==> src/rtl/rst_seq_pkg.sv <==
// Shared state codes and sizing helpers for the staged reset sequencer.
package rst_seq_pkg;

  typedef enum logic [1:0] {
    WLOCK = 2'd0,
    HOLD  = 2'd1,
    REL   = 2'd2,
    RUN   = 2'd3
  } seq_state_e;

  // Smallest r such that 2**r >= v (0 for v <= 1).
  function automatic int unsigned clog2(input int unsigned v);
    int unsigned r;
    r = 0;
    for (int i = 0; i < 32; i++) begin
      if ((64'd1 << i) < 64'(v)) r = 32'(i + 1);
    end
    return r;
  endfunction

  function automatic int unsigned max3(input int unsigned a,
                                       input int unsigned b,
                                       input int unsigned c);
    int unsigned m;
    m = a;
    if (b > m) m = b;
    if (c > m) m = c;
    return m;
  endfunction

endpackage

==> src/rtl/rst_seq_if.sv <==
// Lock/request inputs and staged reset outputs of the sequencer.
interface rst_seq_if #(
  parameter int unsigned NSTG = 4
);
  logic            pll_lock;
  logic            sw_rst;
  logic [NSTG-1:0] orst;
  logic            rst_done;
  logic [1:0]      seq_st;

  // Environment side: drives lock and software reset request.
  modport master (
    output pll_lock,
    output sw_rst,
    input  orst,
    input  rst_done,
    input  seq_st
  );

  // Sequencer side.
  modport slave (
    input  pll_lock,
    input  sw_rst,
    output orst,
    output rst_done,
    output seq_st
  );
endinterface

==> src/rtl/rst_seq_lock_sync.sv <==
// Two-flop synchronizer bringing the asynchronous PLL lock into the clk domain.
module lock_sync (
  input  logic clk,
  input  logic irst,
  input  logic d,
  output logic q
);

  (* ASYNC_REG = "TRUE" *) logic meta;
  (* ASYNC_REG = "TRUE" *) logic sync;

  // Both stages clear on reset so lock history starts from zero.
  always_ff @(posedge clk or posedge irst) begin
    if (irst) begin
      meta <= 1'b0;
      sync <= 1'b0;
    end else begin
      meta <= d;
      sync <= meta;
    end
  end

  assign q = sync;

endmodule

==> src/rtl/rst_seq.sv <==
// Staged reset sequencer: qualify lock, hold, then release stages low to high.
module rst_seq
  import rst_seq_pkg::*;
#(
  parameter int unsigned NSTG    = 4,
  parameter int unsigned LOCKFLT = 4,
  parameter int unsigned HOLDCYC = 16,
  parameter int unsigned GAPCYC  = 8
) (
  input  logic        clk,
  input  logic        irst,
  rst_seq_if.slave    bus
);

  localparam int unsigned CNTMAX = max3(LOCKFLT, HOLDCYC, GAPCYC);
  localparam int unsigned CW     = clog2(CNTMAX + 1);
  localparam int unsigned IW     = (clog2(NSTG) < 1) ? 1 : clog2(NSTG);

  localparam logic [CW-1:0] LOCK_TC = CW'(LOCKFLT - 1);
  localparam logic [CW-1:0] HOLD_TC = CW'(HOLDCYC - 1);
  localparam logic [CW-1:0] GAP_TC  = CW'(GAPCYC - 1);
  localparam logic [IW-1:0] LAST_IX = IW'(NSTG - 1);

  logic lock_s;

  seq_state_e      st_q,   st_d;
  logic [CW-1:0]   cnt_q,  cnt_d;
  logic [IW-1:0]   idx_q,  idx_d;
  logic [NSTG-1:0] orst_q, orst_d;
  logic            done_q, done_d;
  logic            abort_c;

  lock_sync u_lock_sync (
    .clk  (clk),
    .irst (irst),
    .d    (bus.pll_lock),
    .q    (lock_s)
  );

  // State, shared counter, stage index and output registers.
  always_ff @(posedge clk or posedge irst) begin
    if (irst) begin
      st_q   <= WLOCK;
      cnt_q  <= '0;
      idx_q  <= '0;
      orst_q <= '1;
      done_q <= 1'b0;
    end else begin
      st_q   <= st_d;
      cnt_q  <= cnt_d;
      idx_q  <= idx_d;
      orst_q <= orst_d;
      done_q <= done_d;
    end
  end

  // Next-state logic; abort overrides any terminal count on the same edge.
  always_comb begin
    st_d    = st_q;
    cnt_d   = cnt_q;
    idx_d   = idx_q;
    orst_d  = orst_q;
    done_d  = done_q;
    abort_c = (st_q != WLOCK) && (!lock_s || bus.sw_rst);

    if (abort_c) begin
      st_d   = WLOCK;
      cnt_d  = '0;
      idx_d  = '0;
      orst_d = '1;
      done_d = 1'b0;
    end else begin
      case (st_q)
        WLOCK: begin
          if (!lock_s || bus.sw_rst) begin
            cnt_d = '0;
          end else if (cnt_q == LOCK_TC) begin
            st_d  = HOLD;
            cnt_d = '0;
          end else begin
            cnt_d = cnt_q + CW'(1);
          end
        end
        HOLD: begin
          if (cnt_q == HOLD_TC) begin
            cnt_d     = '0;
            orst_d[0] = 1'b0;
            if (NSTG == 1) begin
              st_d   = RUN;
              done_d = 1'b1;
            end else begin
              st_d  = REL;
              idx_d = IW'(1);
            end
          end else begin
            cnt_d = cnt_q + CW'(1);
          end
        end
        REL: begin
          if (cnt_q == GAP_TC) begin
            cnt_d  = '0;
            orst_d = orst_q & ~(NSTG'(1) << idx_q);
            if (idx_q == LAST_IX) begin
              st_d   = RUN;
              done_d = 1'b1;
            end else begin
              idx_d = idx_q + IW'(1);
            end
          end else begin
            cnt_d = cnt_q + CW'(1);
          end
        end
        RUN: begin
          st_d = RUN;
        end
        default: begin
          st_d   = WLOCK;
          cnt_d  = '0;
          idx_d  = '0;
          orst_d = '1;
          done_d = 1'b0;
        end
      endcase
    end
  end

  assign bus.orst     = orst_q;
  assign bus.rst_done = done_q;
  assign bus.seq_st   = st_q;

endmodule

==> src/flat_wrapper.sv <==
// flat-port wrapper written by rule: the top's interface ports become plain ports
module rst_seq_flat import rst_seq_pkg::*;
#(
  parameter int unsigned NSTG    = 4,
  parameter int unsigned LOCKFLT = 4,
  parameter int unsigned HOLDCYC = 16,
  parameter int unsigned GAPCYC  = 8
)
  (clk, irst, bus_pll_lock, bus_sw_rst, bus_orst, bus_rst_done, bus_seq_st);
  rst_seq_if #(.NSTG(NSTG)) bus_i ();
  input  logic clk;
  input  logic irst;
  input wire logic [$bits(bus_i.pll_lock)-1:0] bus_pll_lock;
  input wire logic [$bits(bus_i.sw_rst)-1:0] bus_sw_rst;
  output wire logic [$bits(bus_i.orst)-1:0] bus_orst;
  output wire logic [$bits(bus_i.rst_done)-1:0] bus_rst_done;
  output wire logic [$bits(bus_i.seq_st)-1:0] bus_seq_st;
  assign bus_i.pll_lock = bus_pll_lock;
  assign bus_i.sw_rst = bus_sw_rst;
  assign bus_orst = bus_i.orst;
  assign bus_rst_done = bus_i.rst_done;
  assign bus_seq_st = bus_i.seq_st;
  rst_seq #(.NSTG(NSTG), .LOCKFLT(LOCKFLT), .HOLDCYC(HOLDCYC), .GAPCYC(GAPCYC)) u_core (.clk(clk), .irst(irst), .bus(bus_i));
endmodule
==> config.mk <==
export PLATFORM = sky130hd
export DESIGN_NAME = rst_seq_flat
export DESIGN_NICKNAME = d
export VERILOG_FILES = /design/src/rtl/rst_seq_pkg.sv /design/src/rtl/rst_seq_if.sv /design/src/rtl/rst_seq_lock_sync.sv /design/src/rtl/rst_seq.sv /design/src/flat_wrapper.sv
export SDC_FILE = /design/constraint.sdc
export NUM_CORES = 1
export LEC_CHECK = 0
export ABC_AREA = 0
export CORE_ASPECT_RATIO = 1.25
export CORE_MARGIN = 3
export CORE_UTILIZATION = 35
export DETAILED_ROUTE_END_ITERATION = 10
export GPL_ROUTABILITY_DRIVEN = 0
export GPL_TIMING_DRIVEN = 1
export PLACE_DENSITY = 0.55
export RECOVER_POWER = 50
export SYNTH_ARGS = -nofsm -noshare
export SYNTH_HDL_FRONTEND = slang
export SYNTH_SLANG_ARGS = --single-unit
==> constraint.sdc <==
create_clock -name clk -period 2.45 [get_ports clk]
set_input_delay 0.245 -clock clk [delete_from_list [all_inputs] [get_ports clk]]
set_output_delay 0.245 -clock clk [all_outputs]
set_load 0.01 [all_outputs]
==> run_results.csv <==
group,metric,value,unit
clock_network,clock_latency,0.28,ns
logic_synthesis,synth_edf_count,0,
floorplanning,num_rows,20,
route,vias_per_cell,4.993,
placement,dp_cells,141,
pwr,seq_power_share,0.352,
route,drtAntennaViolNets,0,
sta,final-setup-viol-count,0,
route,drtIter0Drc,14,
floorplanning,io_pins,11,
final_layout,final_cell_mix,"dfrtp_1, nand2_1, nor2_1, ha_1, inv_1",
placement,dp_hpwl,1.384,mm
clock_network,h-tree-depth,1,
logic_synthesis,synth.area.top_cells,"dfrtp_1, ha_1, dfstp_2",
clock_network,cts_tree,"built",
global_routing,overflow,0,
worst_setup_path,cp_data_arrival_time,2.17,ns
outcome,outcome,"finished clean",
run,maxCapViolCount,0,
sta,grt_setup_unrepaired,"false",
final_layout,num-fill-cells,270,
hold_path,hp-class,"reg2reg",
logic_synthesis,syn_inst,98,
global_routing,grt_pass1_vias,742,
sta,clock_skew,0.007144,ns
worst_setup_path,cp-end-kind,"flop",
worst_setup_path,start_kind,"flop",
pwr,p_per_area,942.4,mW/mm^2
floorplanning,dieHeight,64.05,um
worst_setup_path,setup.worst_path.end,"u_core.cnt_q[3]",
floorplanning,start_util,0.3770,
final_layout,seq_area,405.4,um^2
logic_synthesis,synth_cell_types,28,
clock_network,cts.sinks,16,
worst_setup_path,slowest_stage,"dfrtp_1",
route,dr.pass1.iters,3,
logic_synthesis,yosysSeqAreaShare,0.4297,
pwr,power_switching,0.4280,mW
pwr,switching_share,0.4051,
route,post_drt_wl_per_cell,12.47,um
worst_setup_path,crit_required,2.66,ns
logic_synthesis,synth.top_cell.area_share,0.3183,
sta,maxSlewViolCount,0,
logic_synthesis,ys_ff_latch,16,
final_layout,drive_gt1_frac,0.1071,
floorplanning,die_x,52.44,um
worst_setup_path,reg2reg_depth,9,
worst_setup_path,r2r_end,"u_core.cnt_q[3]",
clock_network,cts_root_buf,"clkbuf_4",
worst_setup_path,crit_start,"u_core.cnt_q[0]",
sta,finalCritPeriodShare,0.7996,
final_layout,area_growth_syn_to_layout,18.83,%
final_layout,nets,127,
logic_synthesis,yosysWarnings,0,
pwr,clkPwrFrac,0.166,
route,num_vias,724,
global_routing,grt_pass1_wl,3.263,mm
final_layout,final_cells,145,
sta,setup_tns,0,ns
clock_network,postCtsSetupBuffers,0,
sta,hold_viol_final,0,
pwr,p_leak,0.4886,nW
logic_synthesis,async_reset_ff_frac,1.000,
logic_synthesis,synth.largest_area_cell,"dfrtp_1",
floorplanning,die_area,0.003358,mm^2
worst_setup_path,cp_slowest_stage_delay,0.42,ns
sta,fin_crit,1.959,ns
worst_setup_path,path_max_fanout,5,
clock_network,cts_inserted_buffers,3,
logic_synthesis,syn_avg_cell_area,9.627,um^2
sta,max_freq,510.5,MHz
global_routing,grt_usage,0.1250,
worst_setup_path,r2r-start,"u_core.cnt_q[0]",
sta,max_slew.worst_pin.slew,0.6675,ns
global_routing,grt_max_degree,17,
pwr,vdd_drop_max,0.3659,mV
route,drc,0,
logic_synthesis,ys.flop_type,"dfrtp_1",
floorplanning,design.core.area,0.002502,mm^2
logic_synthesis,syn_area,943.4,um^2
logic_synthesis,synth_fp_nets,112,
worst_setup_path,critPathKind,"reg2reg",
pwr,combPwrFrac,0.483,
final_layout,multi_input_area,504.2,um^2
worst_setup_path,r2r_setup_slack,0.49,ns
placement,io_buffers,10,
final_layout,n_antenna_cell,0,
global_routing,antenna_found_initial,0,
clock_network,clock_path_buffers,2,
clock_network,cts_hold_buf,0,
worst_setup_path,cp_cell_sequence,"ha_1 > nand3_1 > inv_1 > ha_1 > nand2b_1 > o211ai_1 > a21boi_2 > nand2b_1 > o22ai_1",
pwr,p_int,0.6285,mW
sta,max_slew_margin,0.5513,
clock_network,clk_pin_slew,0.10,ns
route,wl,1.808,mm
clock_network,cts_resized,0,
final_layout,final_common_cell,"dfrtp_1",
flip-flops by register name (all words and copies together) (netlist names):
name and flops:
u_core.u_lock_sync.q 1, u_core.bus.seq_st 2, u_core.bus.orst 4, u_core.cnt_q 5, u_core.bus.rst_done 1, u_core.idx_q 2, u_core.u_lock_sync.meta 1
through the flow:
| stage | power [mW] | utilization | hold WS, ns | setup WS, ns | cell area, um^2 |
|---|---|---|---|---|---|
| floorplan | 0.7440 | - | 0.1559 | 0.7183 | 943.4 |
| global placement | 0.8817 | 0.4335 | 0.3347 | 0.5655 | 1085 |
| detailed placement | 0.8876 | 0.4335 | 0.3491 | 0.5169 | 1085 |
| CTS | 1.068 | 0.4480 | 0.3429 | 0.4938 | 1121 |
| global route | 1.153 | 0.4480 | 0.3834 | 0.2748 | 1121 |
| finish | 1.056 | 0.4480 | 0.3651 | 0.4910 | 1121 |
routing by layer:
layer	vias up	share of wire	track usage
met2	11	0.48	0.1941
li1	371	-	-
met1	338	0.47	0.1676
met5	-	0	0
met3	4	0.023	0.02331
met4	0	0.027	0.05112
synth_stat cells, types with 2 or more instances:
library cell  count
a21o_1            6
o21ai_0           7
dfrtp_1          12
ha_1             10
o211ai_1          2
nand3_1           2
nand2_1          10
nand2b_1          5
a21oi_1           4
inv_1             9
dfstp_2           4
nor2_1           10
a211oi_1          2
critical path: cells and delay by family, from the launching register on:
kind / cells / cell delay [ns]
AOI/OAI and AO/OA: 3 / 0.60
buffers and inverters: 1 / 0.05
and+or+nand+nor: 3 / 0.39
adders and majority gates: 2 / 0.41
DFF: 1 / 0.42
kinds of logic after synthesis:
family	synth area share
adders and majority gates	0.1326
AOI/OAI and AO/OA	0.2082
buffers and inverters	0.03581
DFF	0.4297
and+or+nand+nor	0.1936
layout make-up:
class | count | share of cell area
timing repair buffer | 10 | 0.08929
sequential | 16 | 0.3616
multi-input combinational | 73 | 0.4498
clock buffer | 4 | 0.03237
tap | 33 | 0.03683
inverter | 9 | 0.03013
worst min path at each step:
stage,startpoint,endpoint,slack (ns),cells past startpoint
after floorplan,irst,u_core.bus.rst_done,0.16,1
after global placement,u_core.u_lock_sync.meta,u_core.u_lock_sync.q,0.33,0
after detailed placement,u_core.u_lock_sync.meta,u_core.u_lock_sync.q,0.35,0
after CTS,irst,u_core.cnt_q[3],0.34,2
after global routing,u_core.u_lock_sync.meta,u_core.u_lock_sync.q,0.38,0
final,u_core.u_lock_sync.meta,u_core.u_lock_sync.q,0.37,0
power by group through the flow:
stage               Sequential [mW]  Clock, mW  Combinational, mW
floorplan                     0.376          0              0.368
global placement              0.376          0              0.506
detailed placement            0.377          0              0.511
CTS                           0.371      0.183              0.514
global route                  0.381      0.192              0.579
finish                        0.372      0.175              0.510
(Power assumes the default switching activity.)
